--- src/rtl/yuyv_block_sched.sv ---
// -----------------------------------------------------------------------------
// yuyv_block_sched
//
// Paces the transfer of 8x8 YUV blocks from the YUYV converter FIFO into the
// JPEG encoder for one captured frame. After a frame is announced, the block
// requests the frame from the converter. For each block the converter reports
// as fetched, it waits a fixed settling delay and then for the encoder to be
// free. It then reads the whole block out of the FIFO as one uninterrupted
// burst.
//
// Ports
//   clk        in   sole clock, rising edge
//   reset      in   synchronous, active-high
//   frame_rdy  in   1-cycle pulse: a captured frame is in memory
//   img_req    out  frame request to the converter (held 2 cycles)
//   blk_ready  in   1-cycle pulse per block the converter has fetched
//   enc_busy   in   encoder cannot accept a new block
//   je_rd      out  converter FIFO read strobe
//   enc_load   out  je_rd delayed one cycle (FIFO read data valid)
//   blk_start  out  high on the first je_rd of every block
//   blk_idx    out  raster index of the current block
//   frame_done out  1-cycle pulse after the last block has been read
//   busy       out  scheduler is not idle
//   err        out  sticky: pending-block overflow or frame_rdy while busy
// -----------------------------------------------------------------------------
module yuyv_block_sched #(
  parameter int WIDTH     = 320,
  parameter int HEIGHT    = 200,
  parameter int BLK_BYTES = 192,
  parameter int DRAIN_DLY = 16
) (
  input  logic       clk,
  input  logic       reset,
  input  logic       frame_rdy,
  output logic       img_req,
  input  logic       blk_ready,
  input  logic       enc_busy,
  output logic       je_rd,
  output logic       enc_load,
  output logic       blk_start,
  output logic [9:0] blk_idx,
  output logic       frame_done,
  output logic       busy,
  output logic       err
);

  localparam int         NBLK      = (WIDTH / 8) * (HEIGHT / 8);
  localparam logic [9:0] LAST_IDX  = 10'(NBLK - 1);
  localparam logic [7:0] LAST_BYTE = 8'(BLK_BYTES - 1);
  localparam logic [15:0] LAST_DLY = 16'(DRAIN_DLY - 1);

  typedef enum logic [2:0] {
    IDLE     = 3'd0,
    REQ      = 3'd1,
    WAIT_BLK = 3'd2,
    DRAIN    = 3'd3,
    WAIT_ENC = 3'd4,
    READ     = 3'd5,
    NEXT     = 3'd6,
    DONE     = 3'd7
  } state_t;

  state_t      state_q;
  state_t      state_d;
  logic        req_cnt;
  logic [15:0] dly_cnt;
  logic [7:0]  byte_cnt;
  logic [1:0]  pend;
  logic [9:0]  idx_q;
  logic        err_q;
  logic        rd_p1;

  logic        pend_inc;
  logic        pend_dec;
  logic        pend_ovf;

  // Saturating update of the pending-block count. A simultaneous arrival and
  // consumption cancel out; an arrival at the ceiling is clamped (the caller
  // flags it as an overflow).
  function automatic logic [1:0] pend_upd(input logic [1:0] p,
                                          input logic       inc,
                                          input logic       dec);
    logic [1:0] r;
    r = p;
    if (inc && !dec) begin
      r = (p == 2'd3) ? p : p + 2'd1;
    end else if (dec && !inc) begin
      r = (p == 2'd0) ? p : p - 2'd1;
    end
    return r;
  endfunction

  // Block arrivals are only counted once a frame is in progress; a block is
  // consumed at the moment the burst read is committed.
  assign pend_inc = blk_ready && (state_q != IDLE);
  assign pend_dec = (state_q == WAIT_ENC) && (state_d == READ);
  assign pend_ovf = pend_inc && !pend_dec && (pend == 2'd3);

  always_comb begin
    state_d = state_q;
    case (state_q)
      IDLE: begin
        if (frame_rdy) state_d = REQ;
      end
      REQ: begin
        // Converter edge-detects img_req, so it is held for two cycles.
        if (req_cnt) state_d = WAIT_BLK;
      end
      WAIT_BLK: begin
        // A blk_ready arriving in this very cycle counts as pending, so the
        // drain delay starts one cycle earlier than waiting for the counter.
        if ((pend != 2'd0) || blk_ready) state_d = DRAIN;
      end
      DRAIN: begin
        if (dly_cnt == LAST_DLY) state_d = WAIT_ENC;
      end
      WAIT_ENC: begin
        if (!enc_busy) state_d = READ;
      end
      READ: begin
        // Once started, the burst runs to completion whatever enc_busy does.
        if (byte_cnt == LAST_BYTE) state_d = NEXT;
      end
      NEXT: begin
        state_d = (idx_q == LAST_IDX) ? DONE : WAIT_BLK;
      end
      DONE: begin
        state_d = IDLE;
      end
      default: begin
        state_d = IDLE;
      end
    endcase
  end

  // State and control registers
  always_ff @(posedge clk) begin
    if (reset) begin
      state_q  <= IDLE;
      req_cnt  <= 1'b0;
      dly_cnt  <= '0;
      byte_cnt <= '0;
      pend     <= '0;
      idx_q    <= '0;
      err_q    <= 1'b0;
    end else begin
      state_q  <= state_d;
      req_cnt  <= (state_q == REQ) && (state_d == REQ);
      dly_cnt  <= ((state_q == DRAIN) && (state_d == DRAIN)) ? dly_cnt + 16'd1 : '0;
      byte_cnt <= ((state_q == READ) && (state_d == READ)) ? byte_cnt + 8'd1 : '0;

      if (state_q == IDLE) begin
        pend <= '0;
      end else begin
        pend <= pend_upd(pend, pend_inc, pend_dec);
      end

      if ((state_q == IDLE) && frame_rdy) begin
        idx_q <= '0;
      end else if ((state_q == NEXT) && (state_d == WAIT_BLK)) begin
        idx_q <= idx_q + 10'd1;
      end

      if (pend_ovf || (frame_rdy && (state_q != IDLE))) begin
        err_q <= 1'b1;
      end
    end
  end

  // Stage p1: FIFO read data is valid one cycle after the strobe
  always_ff @(posedge clk) begin
    if (reset) begin
      rd_p1 <= 1'b0;
    end else begin
      rd_p1 <= je_rd;
    end
  end

  assign img_req    = (state_q == REQ);
  assign je_rd      = (state_q == READ);
  assign blk_start  = (state_q == READ) && (byte_cnt == 8'd0);
  assign frame_done = (state_q == DONE);
  assign busy       = (state_q != IDLE);
  assign blk_idx    = idx_q;
  assign err        = err_q;
  assign enc_load   = rd_p1;

endmodule

--- config.mk ---
export PLATFORM = sky130hd
export DESIGN_NAME = yuyv_block_sched
export DESIGN_NICKNAME = d
export VERILOG_FILES = /design/src/rtl/yuyv_block_sched.sv
export SDC_FILE = /design/constraint.sdc
export NUM_CORES = 1
export LEC_CHECK = 0
export ABC_AREA = 0
export CORE_UTILIZATION = 55
export DETAILED_ROUTE_END_ITERATION = 12
export PLACE_DENSITY = 0.8
export SYNTH_ARGS = -nofsm -noshare
export SYNTH_HDL_FRONTEND = slang
export SYNTH_SLANG_ARGS = --single-unit
--- constraint.sdc ---
create_clock -name clk -period 2.4 [get_ports clk]
set_input_delay 0.24 -clock clk [delete_from_list [all_inputs] [get_ports clk]]
set_output_delay 0.24 -clock clk [all_outputs]
set_load 0.05 [all_outputs]
==> results.toml, run 1 <==
[sta]
fmax_mhz = 450.6
layout_worst_path_cycle_share_pct = 92.46
finClkSkew_ps = 10.04
rsz0062_at_grt = "false"
tns_ps = 0
slew_violations = 0
setup_violations = 0
max_slew_margin_pct = 66.66
worst_pin_slew_ps = 498.6
timing.final.hold_violations = 0
period_minus_slack_ps = 2219

[layout]
diodes = 0
syn2layout_area_growth_pct = 17.32
final_util_pct = 68.96
nets = 267
drive_above_1_share_pct = 6.977

[die]
die_area_um2 = 3925
initial_core_util_pct = 58.78
die_y_um = 62.65
die_x_um = 62.65
num_io_pins = 22
num_rows = 21
design.core.area_um2 = 3442

[clocking]
cts-root-buf = "clkbuf_8"
numCtsBuffers = 5
cts_buffer_depth = 2
clk_pin_slew_ps = 80
post_cts_buffers = 0
ctsHtreeMaxLevel = 2
numClockSinks = 42
holdBufCountCts = 0
post_cts_resized = 0
cts_tree = "yes"
worst_skew_pair.late_latency_ps = 290

[power]
powerDensity_nw_per_um2 = 550.8
switching_power_w = 0.0002691
pwr-share-clk_pct = 41.2
ir_drop_uv = 478.6
combinationalPowerShare_pct = 4.8
swShare_pct = 20.58
seq_power_share_pct = 54.0
leakage_nw = 0.7455
intPower_w = 0.001038

[routing]
wl_mm = 3.593
drc = 0
drtAntennaViolNets = 0
drt-wirelength-per-cell_um = 11.82
num_vias = 1639
vias_per_cell = 5.391
dr.first_iter.drc_count = 110
dr.pass1.iters = 4

[setup_path]
r2r_slack_ps = 560
crit_type = "flip-flop to output port"
path_max_fanout = 13
cpMaxStageDelayCell = "clkdlybuf4s50_1"
max_stage_delay_ps = 810
worstPathRequired_ps = 2160
cp-end-kind = "output port"
startpoint_type = "flip-flop"
crit_chain = "nand3b_1 > inv_1 > clkdlybuf4s50_1"
crit_arrival_ps = 1980

[yosys]
ys_types = 46
syn-instance-count = 235
ys_warn_count = 0
synthTopCellsByCount = "42 x dfxtp_1, 36 x nor2_1, 21 x xnor2_1, 14 x inv_1, 12 x nand3_1"
synth_nets = 245
ys_seq_elements = 42
synth_edf_count = 0
async_reset_ff_share_pct = 0
synth.yosys.seq_area_share_pct = 41.56
ys_top_cells_by_area = "dfxtp_1 42%, xnor2_1 9.1%, nor2_1 6.7%"
synth.avg_cell_area_um2 = 8.609
synth_area_leader_cell = "dfxtp_1"
synth_top_flop_cell = "dfxtp_1"
netlist_area_um2 = 2023
yosysMostFrequentCell = "dfxtp_1"
synth_top_area_share_pct = 41.56

[global_routing]
grt.overflow.total = 0
grt_pass1_wl_mm = 6.582
grt_pass1_vias = 1536
grt_antenna_before_repair = 0
track_usage_pct = 20.94
grt_max_degree = 17

[placed_design]
numPortBuffers = 21
routabilityCongestion = 0.8292
dp_hpwl_mm = 2.513

[outcome]
status = "complete, no violations"

[flow_run]
drv_cap = 0

[worst_hold_path]
hold_class = "flip-flop to flip-flop"
## path summary, 6_finish.rpt
path,from,endpoint,cells after the start
max reg2reg,state_q[1],pend[1],6
min,req_cnt,req_cnt,1
max,state_q[0],je_rd,3
min reg2reg,req_cnt,req_cnt,1
## cells by family after synthesis
group	share of synthesized area, %
XOR/XNOR	11.26
adder cells (fa/ha/maj)	3.092
AO/OA/AOI/OAI	8.596
AND/OR/NAND/NOR	30.18
buffers and inverters	4.329
multiplexers	0.9895
flip-flops	41.56
## cell usage in the layout (no fill, tap or decap), types with 2 or more instances in the layout
cell,instances
nor2_1,36
nor3_1,11
nand2b_1,4
nor4_1,8
ha_1,5
mux2i_1,2
nand3_1,12
a31oi_1,2
or2_0,2
o21ai_0,3
a21o_1,2
and3_1,4
nand4_1,6
clkdlybuf4s50_1,20
nand3b_1,4
inv_1,14
dfxtp_1,42
clkbuf_8,5
nor2b_1,2
nand2_1,10
or3_1,4
xor2_1,5
clkbuf_1,2
xnor2_1,21
a21oi_1,8
buf_4,2
## critical path, delay by kind of cell (launching register included)
| family | cells | cell delay, ps |
|---|---|---|
| simple gates | 1 | 220 |
| buf+inv | 2 | 950 |
| flops | 1 | 510 |
## flip-flops by register name, summed over array words and instances (netlist names)
register and cells:
err 1, enc_load 1, blk_idx 10, req_cnt 1, state_q 3, dly_cnt 16
byte_cnt 8, pend 2
## final cells by class
cell class	instances	area, um^2
repair buffers	22	215.2
well taps	46	57.56
clock inverters	1	30.03
multi-input cells	172	1101
inverters	14	52.55
fillers	292	1069
flip-flops and latches	42	840.8
clock buffers	7	76.32
## metal layers
layer,GRT usage (%),share of wire [%],wire length (um)
met5,0,0,0
met4,10.17,2.4,85
met1,26.89,49,1776
met2,32.74,43,1547
met3,5.109,5.1,183
## power groups by stage
stage,registers (W),logic [W],clock network [W]
2_1_floorplan,0.000723,0.0000432,0
3_3_place_gp,0.000723,0.0000619,0
3_5_place_dp,0.000723,0.0000625,0
4_1_cts,0.000706,0.0000626,0.000557
5_1_grt,0.000708,0.0000683,0.000584
6_report,0.000707,0.0000622,0.000539
## metrics by stage
stage               hold WS (ps)  cell area (um^2)  instances  total power (W)  setup WS [ps]
CTS                        471.9              2374        304         0.001326          185.5
floorplan                  376.0              2029        235        0.0007667          129.7
global route               508.5              2374        304         0.001360          52.17
finish                     467.0              2374        304         0.001307          180.9
detailed placement         460.5              2267        296        0.0007854          523.9
global placement           455.5              2267        296        0.0007847          527.8
No activity file was read; power rests on OpenSTA's default activity.
==> run 2: changes to the inputs <==
==> constraint.sdc (replaced) <==
create_clock -name clk -period 2.4 [get_ports clk]
set_input_delay 0.48 -clock clk [delete_from_list [all_inputs] [get_ports clk]]
set_output_delay 0.48 -clock clk [all_outputs]
set_load 0.05 [all_outputs]
==> run 2 against run 1 <==
Against the previous run: hold slack better by 8.4 ps; core utilization grew 0.47 points; count of clock-buffer cells in the layout decreased by 1; sequential power is essentially flat; clock power shrank 14%; clock skew shrank 4.0 ps.
==> results.toml, run 2 (synthesis gave the netlist of run 1 again) <==
[routing]
drc = 0
wl_mm = 3.616
dr.pass1.iters = 4
drt-wirelength-per-cell_um = 11.86
drtAntennaViolNets = 0
dr.first_iter.drc_count = 112
num_vias = 1693
vias_per_cell = 5.551

[flow_run]
drv_cap = 0

[placed_design]
numPortBuffers = 21
routabilityCongestion = 0.8355
dp_hpwl_mm = 2.604

[setup_path]
reg2reg_from = "state_q[1]"
crit_chain = "and3_1 > clkdlybuf4s50_1"
r2r_slack_ps = 520
path_max_fanout = 10
max_stage_delay_ps = 790
worstPathRequired_ps = 1920
startpoint_type = "flip-flop"
cpMaxStageDelayCell = "clkdlybuf4s50_1"
cp-end-kind = "output port"
critPathLaunch = "state_q[2]"
crit_arrival_ps = 1750
rr_worst_depth = 7
crit_type = "flip-flop to output port"

[sta]
finClkSkew_ps = 6.004
timing.final.hold_violations = 0
tns_ps = 0
layout_worst_path_cycle_share_pct = 92.79
period_minus_slack_ps = 2227
slew_violations = 0
rsz0062_at_grt = "false"
max_slew_margin_pct = 66.86
setup_violations = 0
fmax_mhz = 449.0
worst_pin_slew_ps = 495.6

[power]
combinationalPowerShare_pct = 5.1
intPower_w = 0.0009579
leakage_nw = 0.7653
swShare_pct = 22.49
ir_drop_uv = 379.1
powerDensity_nw_per_um2 = 517.1
pwr-share-clk_pct = 37.7
switching_power_w = 0.0002779
seq_power_share_pct = 57.2

[worst_hold_path]
holdPathStages = 1
hp-start = "req_cnt"
hold_class = "flip-flop to flip-flop"

[clocking]
numCtsBuffers = 5
cts_buffer_depth = 2
numClockSinks = 42
ctsHtreeMaxLevel = 2
clk_pin_slew_ps = 80
holdBufCountCts = 0
cts_tree = "yes"
worst_skew_pair.late_latency_ps = 290
cts-root-buf = "clkbuf_8"

[die]
num_io_pins = 22
design.core.area_um2 = 3442
die_x_um = 62.65
die_y_um = 62.65
initial_core_util_pct = 58.78
die_area_um2 = 3925
num_rows = 21

[global_routing]
grt_max_degree = 17
grt_pass1_vias = 1591
grt.overflow.total = 0
grt_pass1_wl_mm = 6.741
grt_antenna_before_repair = 0
track_usage_pct = 20.98

[layout]
final_common_cell = "dfxtp_1"
top_register = "dly_cnt"
drive_above_1_share_pct = 9.266
diodes = 0
largest_register_ffs = 16
nets = 268
final_cell_mix = "41 x dfxtp_1, 36 x nor2_1, 21 x xnor2_1"
syn2layout_area_growth_pct = 18.12
final_util_pct = 69.43

[outcome]
status = "complete, no violations"
-- run 2: final cells by class --
class	count	area [um^2]
Clock inverter	2	12.51
Inverter	14	52.55
Sequential cell	42	842.1
Multi-Input combinational cell	172	1110
Clock buffer	6	82.58
Timing Repair Buffer	23	232.7
Fill cell	283	1052
Tap cell	46	57.56
-- run 2: worst max-delay path: cells and delay by family, from the launching register on --
family	cells	cell delay (ps)
AND/OR/NAND/NOR	1	200
buffers and inverters	1	790
flip-flops	1	470
-- run 2: repair_timing --
item,CTS,global route
setup endpoints to repair,0,2
endpoints found under the hold margin,0,0
setup buffers,0,0
resized for setup,0,2
-- run 2: routing by layer --
metal / wire (um) / global-route usage [%] / vias to the layer above
li1: - / - / 860
met1: 1756 / 26.85 / 792
met2: 1680 / 34.24 / 32
met3: 102 / 3.467 / 9
met4: 77 / 9.884 / 0
met5: 0 / 0 / -
-- run 2: power groups by stage --
stage	clock network, W	logic [W]	registers (W)
final	0.000466	0.0000631	0.000707
after global routing	0.000514	0.0000686	0.000708
after CTS	0.000487	0.0000637	0.000706
after detailed placement	0	0.0000636	0.000723
after global placement	0	0.0000624	0.000723
after floorplan	0	0.0000432	0.000723
-- run 2: path summary, 6_finish.rpt --
path                     end
setup / recovery  frame_done
setup reg to reg     pend[0]
hold / removal       req_cnt
hold reg to reg      req_cnt
-- run 2: per-stage QoR --
stage | instance area [um^2] | setup WS, ps | total power [W] | hold slack [ps] | instances
after global placement | 2291 | 413.2 | 0.0007850 | 458.3 | 297
after floorplan | 2038 | 154.7 | 0.0007667 | 422.4 | 235
after global routing | 2390 | 79.15 | 0.001290 | 499.9 | 305
after CTS | 2386 | 61.04 | 0.001257 | 465.6 | 305
after detailed placement | 2291 | 343.5 | 0.0007863 | 455.5 | 297
final | 2390 | 173.1 | 0.001236 | 475.3 | 305
==> run 3: changes to the inputs <==
Settings changed: CTS_CLUSTER_SIZE set to 8.
==> results of run 3 <==
No change in the layout: final DEF, timing and power equal those of run 2.
